## src/rtl/spinner_quad_gen_pkg.sv

```systemverilog
// Shared types and helpers for the spinner quadrature generator:
// direction encoding, Gray dial table and phase stepping.
package spinner_pkg;

  typedef enum logic [1:0] {
    DIR_NONE = 2'd0,
    DIR_CW   = 2'd1,
    DIR_CCW  = 2'd2
  } dir_t;

  localparam logic [1:0] PH_RESET   = 2'd0;
  localparam logic [1:0] DIAL_RESET = 2'b11;

  function automatic logic [1:0] phase_to_dial(input logic [1:0] ph);
    logic [1:0] d;
    case (ph)
      2'd0:    d = 2'b11;
      2'd1:    d = 2'b01;
      2'd2:    d = 2'b00;
      default: d = 2'b10;
    endcase
    return d;
  endfunction

  // Wraps silently modulo 4 in either direction.
  function automatic logic [1:0] phase_advance(input logic [1:0] ph, input dir_t dir);
    logic [1:0] n;
    case (dir)
      DIR_CW:  n = ph + 2'd1;
      DIR_CCW: n = ph - 2'd1;
      default: n = ph;
    endcase
    return n;
  endfunction

  // Both or neither request (after mirroring) means no motion.
  function automatic dir_t decode_dir(input logic cw, input logic ccw, input logic invert);
    logic eff_cw;
    logic eff_ccw;
    dir_t d;
    eff_cw  = invert ? ccw : cw;
    eff_ccw = invert ? cw : ccw;
    if (eff_cw && !eff_ccw)      d = DIR_CW;
    else if (eff_ccw && !eff_cw) d = DIR_CCW;
    else                         d = DIR_NONE;
    return d;
  endfunction

endpackage

```

## src/rtl/spinner_quad_gen_step_timer.sv

```systemverilog
// Reloadable down-counter; expire is high while the count sits at zero.
// hold has priority over load so a paused timer keeps its exact position.
module step_timer #(
  parameter int CNT_W = 4
) (
  input  logic             clk,
  input  logic             reset,
  input  logic             hold,
  input  logic             load,
  input  logic [CNT_W-1:0] period,
  output logic             expire
);

  logic [CNT_W-1:0] r_cnt;

  always_ff @(posedge clk or posedge reset) begin
    if (reset) begin
      r_cnt <= '0;
    end else if (hold) begin
      r_cnt <= r_cnt;
    end else if (load) begin
      r_cnt <= period;
    end else if (r_cnt != '0) begin
      r_cnt <= r_cnt - 1'b1;
    end
  end

  assign expire = (r_cnt == '0);

endmodule

```

## src/rtl/spinner_quad_gen.sv

```systemverilog
// Turns held up/down requests into a timed Gray-coded dial phase with
// acceleration; one instance per player.
module spinner_quad_gen
  import spinner_pkg::*;
#(
  parameter int CLK_HZ       = 12000000,
  parameter int STEP_SLOW_HZ = 250,
  parameter int STEP_FAST_HZ = 1000,
  parameter int ACCEL_STEPS  = 16
) (
  input  logic       clk,
  input  logic       reset,
  input  logic       enable,
  input  logic       cw,
  input  logic       ccw,
  input  logic       invert,
  input  logic       pause,
  output logic [1:0] dial,
  output logic       step,
  output logic       moving
);

  localparam int P_SLOW = CLK_HZ / STEP_SLOW_HZ;
  localparam int P_FAST = CLK_HZ / STEP_FAST_HZ;
  localparam int CNT_W  = $clog2(P_SLOW + 1);
  localparam int ACC_W  = $clog2(ACCEL_STEPS + 1);

  localparam logic [CNT_W-1:0] RELOAD_SLOW = CNT_W'(P_SLOW - 1);
  localparam logic [CNT_W-1:0] RELOAD_FAST = CNT_W'(P_FAST - 1);
  localparam logic [ACC_W-1:0] ACC_MAX     = ACC_W'(ACCEL_STEPS);
  localparam logic [ACC_W-1:0] ACC_ONE     = ACC_W'(1);

  if (P_FAST < 1 || P_FAST > P_SLOW) begin : g_bad_rates
    $error("spinner_quad_gen: fast period must be in 1..slow period");
  end

  dir_t             r_cur_dir;
  logic [1:0]       r_ph;
  logic [ACC_W-1:0] r_accel;
  logic [1:0]       r_dial;
  logic             r_step;
  logic             r_moving;

  dir_t             w_dir_req;
  dir_t             w_step_dir;
  logic             w_take_step;
  logic             w_expire;
  logic             w_timer_hold;
  logic             w_timer_load;
  logic [CNT_W-1:0] w_timer_period;
  logic [ACC_W-1:0] w_accel_inc;
  logic [ACC_W-1:0] w_accel_next;
  logic [1:0]       w_ph_next;

  always_comb begin
    w_dir_req      = decode_dir(cw, ccw, invert);
    w_step_dir     = DIR_NONE;
    w_take_step    = 1'b0;
    w_timer_hold   = enable & pause;
    w_timer_load   = 1'b0;
    w_timer_period = '0;
    w_accel_inc    = (r_accel >= ACC_MAX) ? ACC_MAX : r_accel + 1'b1;
    w_accel_next   = r_accel;
    if (!enable) begin
      w_timer_load = 1'b1;
      w_accel_next = '0;
    end else if (!pause) begin
      if (w_dir_req == DIR_NONE) begin
        w_timer_load = 1'b1;
        w_accel_next = '0;
      end else if (w_dir_req != r_cur_dir) begin
        // Start from idle or a reversal: immediate step, slow period.
        w_take_step    = 1'b1;
        w_step_dir     = w_dir_req;
        w_accel_next   = ACC_ONE;
        w_timer_load   = 1'b1;
        w_timer_period = RELOAD_SLOW;
      end else if (w_expire) begin
        w_take_step    = 1'b1;
        w_step_dir     = r_cur_dir;
        w_accel_next   = w_accel_inc;
        w_timer_load   = 1'b1;
        w_timer_period = (w_accel_inc >= ACC_MAX) ? RELOAD_FAST : RELOAD_SLOW;
      end
    end
    w_ph_next = phase_advance(r_ph, w_step_dir);
  end

  step_timer #(
    .CNT_W (CNT_W)
  ) u_step_timer (
    .clk    (clk),
    .reset  (reset),
    .hold   (w_timer_hold),
    .load   (w_timer_load),
    .period (w_timer_period),
    .expire (w_expire)
  );

  always_ff @(posedge clk or posedge reset) begin
    if (reset) begin
      r_cur_dir <= DIR_NONE;
      r_ph      <= PH_RESET;
      r_accel   <= '0;
      r_dial    <= DIAL_RESET;
      r_step    <= 1'b0;
      r_moving  <= 1'b0;
    end else if (!enable) begin
      r_cur_dir <= DIR_NONE;
      r_ph      <= PH_RESET;
      r_accel   <= '0;
      r_dial    <= DIAL_RESET;
      r_step    <= 1'b0;
      r_moving  <= 1'b0;
    end else if (pause) begin
      r_step <= 1'b0;
    end else begin
      r_cur_dir <= w_dir_req;
      r_moving  <= (w_dir_req != DIR_NONE);
      r_accel   <= w_accel_next;
      r_step    <= w_take_step;
      if (w_take_step) begin
        r_ph   <= w_ph_next;
        r_dial <= phase_to_dial(w_ph_next);
      end
    end
  end

  assign dial   = r_dial;
  assign step   = r_step;
  assign moving = r_moving;

endmodule
```

## config.mk

```make
export PLATFORM = sky130hd
export DESIGN_NAME = spinner_quad_gen
export DESIGN_NICKNAME = d
export VERILOG_FILES = /design/src/rtl/spinner_quad_gen_pkg.sv /design/src/rtl/spinner_quad_gen_step_timer.sv /design/src/rtl/spinner_quad_gen.sv
export SDC_FILE = /design/constraint.sdc
export NUM_CORES = 1
export LEC_CHECK = 0
export ABC_AREA = 1
export CORE_UTILIZATION = 64
export DETAILED_ROUTE_END_ITERATION = 6
export GPL_TIMING_DRIVEN = 0
export MAX_ROUTING_LAYER = met4
export PLACE_DENSITY = 0.95
export SETUP_SLACK_MARGIN = 0.4
export SYNTH_ARGS = -nofsm -noshare
export SYNTH_HDL_FRONTEND = slang
export SYNTH_SLANG_ARGS = --single-unit
export TNS_END_PERCENT = 10
```

## constraint.sdc

```tcl
create_clock -name clk -period 4.19 [get_ports clk]
set_input_delay 0.838 -clock clk [delete_from_list [all_inputs] [get_ports clk]]
set_output_delay 0.838 -clock clk [all_outputs]
set_load 0.05 [all_outputs]
```

==> run summary, run 1 <==
Total GRT Usage: 30.0%
nets: 299
Fin Hold WS: 0.497 ns
Antenna Cells: 0
clock root cell: clkbuf_4
period utilization: 73.3%
Yosys reg bits: 29
Most common cell on crit path: nor2_1
crit path time final: 3.07 ns
Clk Latency, worst-skew pair: 0.34 ns
CTS tree: done
Syn Area/Cell: 7.26 um^2
crit path cell chain: clkdlybuf4s50_1 -> o21ai_0 -> inv_1 -> ha_1 -> nor2_1 -> nand3_1 -> a31oi_1 -> ha_1 -> inv_1 -> nand3_1 -> nand2_1 -> nand2_1 -> xnor2_1 -> nor2_1 -> nor2_1
Leak: 0.00106 uW
Final HPWL DP: 3200 um
unrepaired setup endpoints after global routing: false
Die Y-Extent: 57.1 um
critical path arrival: 3.34 ns
routed len/inst: 12.9 um
Hold Fails Final Rpt: 0
Largest delay share family, worst path: simple AND/OR/NAND/NOR gates
# H-tree levels: 2
WP buf/inv: 3
Worst Setup Path Type: input port to flip-flop
Synth Area in Simple Gates: 37.9%
failing checks: DRC
post-DR vias/cell: 5.49
WP data required: 4.46 ns
Layout area overhead: 10.2%
Via Count: 1,740
main combinational cell family by area after synthesis: simple AND/OR/NAND/NOR gates
worst hold stages: 2
CP peak stage delay: 0.45 ns
row count: 19
EDFF count, synth: 0
Top Ports: 11
PD cells: 351 nW/um^2
die area: 3260 um^2
Initial Util: 68.8%
cell at the slowest stage of the critical path: clkdlybuf4s50_1
Crit. End Element: flip-flop
relative slew slack: 28.2%
register area share after synthesis: 37.4%
postcts setup bufs: 0
post-synth cell types: 26
DR DRC count: 3
1st-iter DRT viols: 70
antenna violations before repair: 0
share of layout cells above drive strength 1: 10.1%
Clk pin slew, worst setup/hold paths: 0.09 ns
worst-path maximum fanout: 4
Least-Margin Pin Slew: 1.08 ns
Main synth FF type: dfrtp_1
Routed Antenna Nets: 0
clk buf depth: 2
crit start category: input port
GPL Wtd Cong: 0.946
Core Box Area: 2830 um^2
Max Clk Rate: 0.326 GHz
largest net degree at the start of global routing: 30
clock sink total: 29
post-synthesis adder-cell area fraction: 4.50%
cts hold-fix bufs: 0
total grt overflow: 0
PortBufs: 10
Synth Warn #: 0
Setup-failing EPs final: 0
Worst Reg-to-Reg Cells: 15
Worst Hold End: moving$_DFFE_PP0P_
Register-to-Register Setup Slack: 1.88 ns
syn_nets: 282
XOR/XNOR Fraction of Synth Area: 8.10%
Die X: 57.1 um
Worst Hold Class: flip-flop to flip-flop
maximum vdd drop: 0.194 mV
compound-cell area share of the yosys netlist: 5.66%
Syn Inst Count: 268
vias in the first global route: 1,724
status: finished with violations
First-pass DRT Iterations: 7
Setup TNS: 0 ns
worst hold start: moving$_DFFE_PP0P_
Finished Core Util: 75.8%
mux cell area share after synthesis: 0%
clock skew: 0.0115 ns
mapped cell area: 1950 um^2
asr flop ratio synth: 100%
CTS Buf Count: 5
maxcap violations: 0
post_cts resized: 0
Routed WL: 4080 um
beginning of the critical path: invert
Worst R2R End: dial[1]$_DFFE_PP1P_
first-pass GRT wire length: 7130 um
fin. max-slew vios: 0
worst r2r src: u_step_timer.r_cnt[0]$_DFFE_PP0P_
state kept, by name, indices dropped and copies added (netlist names):
| register | cells |
|---|---|
| dial | 2 |
| u_step_timer.r_cnt | 16 |
| r_cur_dir | 2 |
| r_accel | 5 |
| step | 1 |
| r_ph | 2 |
| moving | 1 |
cell usage after synthesis (2+ instances only):
master	n	share of area, %
nand2_1	75	14
nor2_1	49	9.5
dfrtp_1	27	35
inv_1	26	5.0
nand3_1	11	2.8
xnor2_1	10	4.5
o21ai_0	9	2.3
xor2_1	8	3.6
ha_1	7	4.5
a21oi_1	5	1.3
nand4_1	5	1.6
nor2_4	5	2.9
nand2_4	4	2.3
nor3_1	4	1.0
o21ai_1	4	1.0
inv_2	3	0.58
nor2_2	3	0.96
buf_2	2	0.51
dfstp_2	2	2.7
nand2_2	2	0.64
nand3b_1	2	0.77
stage by stage:
stage	worst slack [ns]	cells	instance area (um^2)	total power [uW]
floorplan	1.56	268	1950	515
global placement	0.977	309	2080	560
detailed placement	0.806	309	2080	572
CTS	1.13	317	2140	754
global route	0.910	317	2140	799
finish	1.12	317	2140	751
power by group:
part           internal, uW  switching [uW]  total [uW]
clock network          82.7             101         183
registers               304            30.6         334
logic                  84.7             149         234
worst min-delay path: cells and delay by family, from the launching register on:
family	cells	cell delay, ns
and+or+nand+nor	1	0.05
AOI/OAI and AO/OA	1	0.06
DFF	1	0.36
worst max-delay path by stage:
stage	to	slack, ns	cells past startpoint
2_1_floorplan	dial[1]$_DFFE_PP1P_	1.56	14
3_3_place_gp	dial[1]$_DFFE_PP1P_	0.98	15
3_5_place_dp	dial[1]$_DFFE_PP1P_	0.81	15
4_1_cts	dial[1]$_DFFE_PP1P_	1.13	15
5_1_grt	dial[1]$_DFFE_PP1P_	0.91	15
6_report	dial[1]$_DFFE_PP1P_	1.12	15
per-layer routing:
| layer | global-route usage [%] | part of all wire, % |
|---|---|---|
| met4 | 14.6 | 2.6 |
| met2 | 51.4 | 53 |
| met1 | 32.3 | 40 |
| met5 | - | 0 |
| met3 | 7.71 | 5.0 |
cell type report:
| type | instances | area (um^2) |
|---|---|---|
| Clock buffer | 8 | 58.8 |
| Inverter | 30 | 115 |
| Fill cell | 210 | 686 |
| Tap cell | 31 | 38.8 |
| Timing Repair Buffer | 10 | 100 |
| Buffer | 2 | 10.0 |
| Multi-Input combinational cell | 207 | 1090 |
| Sequential cell | 29 | 728 |
cells in the final DEF (no fill, tap or decap), types with 7 or more instances in the layout:
cell type and count:
nand2_1 75, ha_1 7, nor2_1 49, o21ai_0 9, clkdlybuf4s50_1 10, xor2_1 8
nand3_1 11, dfrtp_1 27, inv_1 26, xnor2_1 10
cell families (layout without fill, tap and decap cells):
logic type | after synthesis | count (layout)
AO/OA/AOI/OAI | 21 | 21
AND/OR/NAND/NOR | 161 | 161
adder cells (fa/ha/maj) | 7 | 7
flip-flops | 29 | 29
XOR/XNOR | 18 | 18
buffers and inverters | 32 | 50
(Power assumes the default switching activity.)
==> run 2, diff against run 1 <==
CORE_UTILIZATION = 59   (was 64)
PLACE_DENSITY = 0.91   (was 0.95)
clock period = 3.1 ns   (was 4.19 ns; I/O delays follow)
==> run summary, run 2 (synthesis gave the netlist of run 1 again) <==
maxcap violations: 0 (unchanged)
Die Y-Extent: 59.4 um (+4.0%)
crit start category: input port
switching pwr: 389 uW (+39%)
row count: 20 (+1)
Routed WL: 4120 um (+0.95%)
placed inst area: 2100 um^2 (+0.78%)
commonest non-fill, non-tap cell in the layout: nand2_1
relative slew slack: 26.7% (-1.5 points)
total grt overflow: 0 (unchanged)
cts hold-fix bufs: 0 (unchanged)
Setup-failing EPs final: 0 (unchanged)
Clk Latency, worst-skew pair: 0.35 ns (about the same)
worst-path maximum fanout: 4 (unchanged)
post-route cell area: 2240 um^2 (+4.6%)
Worst Hold End: dial[1]$_DFFE_PP1P_
Clk pin slew, worst setup/hold paths: 0.09 ns (about the same)
1st-iter DRT viols: 115 (+64%)
Sw Ratio: 33.2% (-4.1 points)
Largest register FFs: 16 (unchanged)
Layout area overhead: 15.2%
period utilization: 82.0%
Initial Util: 62.7% (-6.1 points)
DR DRC count: 0 (-3)
fin. max-slew vios: 0 (unchanged)
Clock power frac: 33.4% (+9.0 points)
PD cells: 522 nW/um^2 (+49%)
Hold Fails Final Rpt: 0 (unchanged)
Least-Margin Pin Slew: 1.10 ns (+0.0225 ns)
Worst Setup Path Type: input port to flip-flop
GPL Wtd Cong: 0.916 (-3.2%)
CTS Buf Count: 5 (unchanged)
WP data required: 3.38 ns (-1.08 ns)
Top Ports: 11 (unchanged)
antenna violations before repair: 0 (unchanged)
Crit. End Element: flip-flop
post-DR vias/cell: 5.20 (-5.2%)
First-pass DRT Iterations: 4 (-3)
dpl ws: 0.0301 ns (-0.776 ns)
Seq pwr share: 38.8% (-5.7 points)
# H-tree levels: 2 (unchanged)
most frequent cells in the layout: 75 x nand2_1, 48 x nor2_1, 27 x dfrtp_1, 26 x inv_1, 11 x nand3_1
Pint: 781 uW (+66%)
Via Count: 1,717 (-1.3%)
clk buf depth: 2 (unchanged)
crit path time final: 2.54 ns
Total GRT Usage: 26.3% (-3.7 points)
Comb power frac: 27.8% (-3.3 points)
register bank with the most flops: u_step_timer.r_cnt
status: complete, no violations
critical path arrival: 2.82 ns (-0.52 ns)
PortBufs: 10 (unchanged)
Cell Count Post-Placement: 322 (+4.2%)
die area: 3530 um^2 (+8.2%)
Routed Antenna Nets: 0 (unchanged)
nets: 299 (unchanged)
Core Box Area: 3100 um^2 (+9.7%)
clock root cell: clkbuf_4
Max Clk Rate: 0.393 GHz
clock skew: 0.0199 ns (+0.00839 ns)
routed len/inst: 12.5 um (-3.0%)
Leak: 0.00110 uW (+3.6%)
setup slack after layout: 0.559 ns (-0.560 ns)
Register-to-Register Setup Slack: 0.87 ns (-1.01 ns)
vias in the first global route: 1,649 (-4.4%)
worst hold start: dial[1]$_DFFE_PP1P_
share of layout cells above drive strength 1: 12.6% (+2.4 points)
top flop regs: u_step_timer.r_cnt: 16 flops, r_accel: 5 flops
Final HPWL DP: 2980 um (-6.8%)
CTS tree: done
Worst Reg-to-Reg Cells: 14 (-1)
post-route insts no fill: 330 (+4.1%)
worst r2r src: u_step_timer.r_cnt[0]$_DFFE_PP0P_
Worst R2R End: dial[1]$_DFFE_PP1P_
unrepaired setup endpoints after global routing: false
Antenna Cells: 0 (unchanged)
first-pass GRT wire length: 6660 um (-6.6%)
worst hold stages: 2 (unchanged)
Worst Hold Class: flip-flop to flip-flop
largest net degree at the start of global routing: 30 (unchanged)
maximum vdd drop: 0.265 mV (+37%)
clock sink total: 29 (unchanged)
Setup TNS: 0 ns (unchanged)
Die X: 59.4 um (+4.0%)
==> run 2: worst max path at each step <==
stage	slack [ns]	to	from	cells past startpoint
after floorplan	0.69	dial[1]$_DFFE_PP1P_	ccw	14
after global placement	0.1	dial[1]$_DFFE_PP1P_	invert	15
after detailed placement	0.03	dial[1]$_DFFE_PP1P_	invert	14
after CTS	0.43	dial[1]$_DFFE_PP1P_	ccw	15
after global routing	0.40	dial[1]$_DFFE_PP1P_	cw	17
final	0.56	dial[1]$_DFFE_PP1P_	ccw	15
==> run 2: final cells by class <==
class                           count  area (um^2)
Buffer                              2         10.0
Clock buffer                        5         37.5
Sequential cell                    29          728
Tap cell                           44         55.1
Multi-Input combinational cell    207         1130
Timing Repair Buffer               10          103
Clock inverter                      3         65.1
Inverter                           30          115
Fill cell                         252          862
==> run 2: repair_timing <==
item,in CTS,in global routing
gates resized for setup,2,8
setup buffers,0,0
pin swaps,0,2
setup endpoints to repair,1,4
==> run 2: routing by layer <==
| metal | GRT usage (%) | part of all wire (%) | up-vias |
|---|---|---|---|
| li1 | - | - | 872 |
| met1 | 29.9 | 42 | 802 |
| met2 | 45.4 | 52 | 34 |
| met3 | 5.46 | 3.8 | 9 |
| met4 | 9.52 | 1.6 | 0 |
| met5 | - | 0 | - |
==> run 2: critical path: stages <==
cell and delay, ns:
clkdlybuf4s50_1 0.44, inv_1 0.08, nand2_1 0.07, o21ai_2 0.10
inv_1 0.07, ha_1 0.27, xnor2_2 0.16, a31oi_1 0.18
ha_1 0.27, inv_1 0.09, nand4_1 0.10, nand2_1 0.12
xnor2_1 0.12, nor2_1 0.05, nor2_1 0.08
==> run 2: power groups by stage <==
stage / combinational (uW) / clock [uW] / sequential, uW
floorplan: 239 / 0 / 457
global placement: 300 / 0 / 457
detailed placement: 310 / 0 / 458
CTS: 315 / 392 / 452
global route: 361 / 408 / 458
finish: 325 / 391 / 454
==> run 2: metrics by stage <==
step | hold slack, ns | power [uW] | util, %
CTS | 0.509 | 1160 | 71.1
global placement | 0.476 | 757 | 67.7
global route | 0.546 | 1230 | 72.2
finish | 0.507 | 1170 | 72.2
detailed placement | 0.494 | 768 | 67.7
floorplan | 0.489 | 696 | -
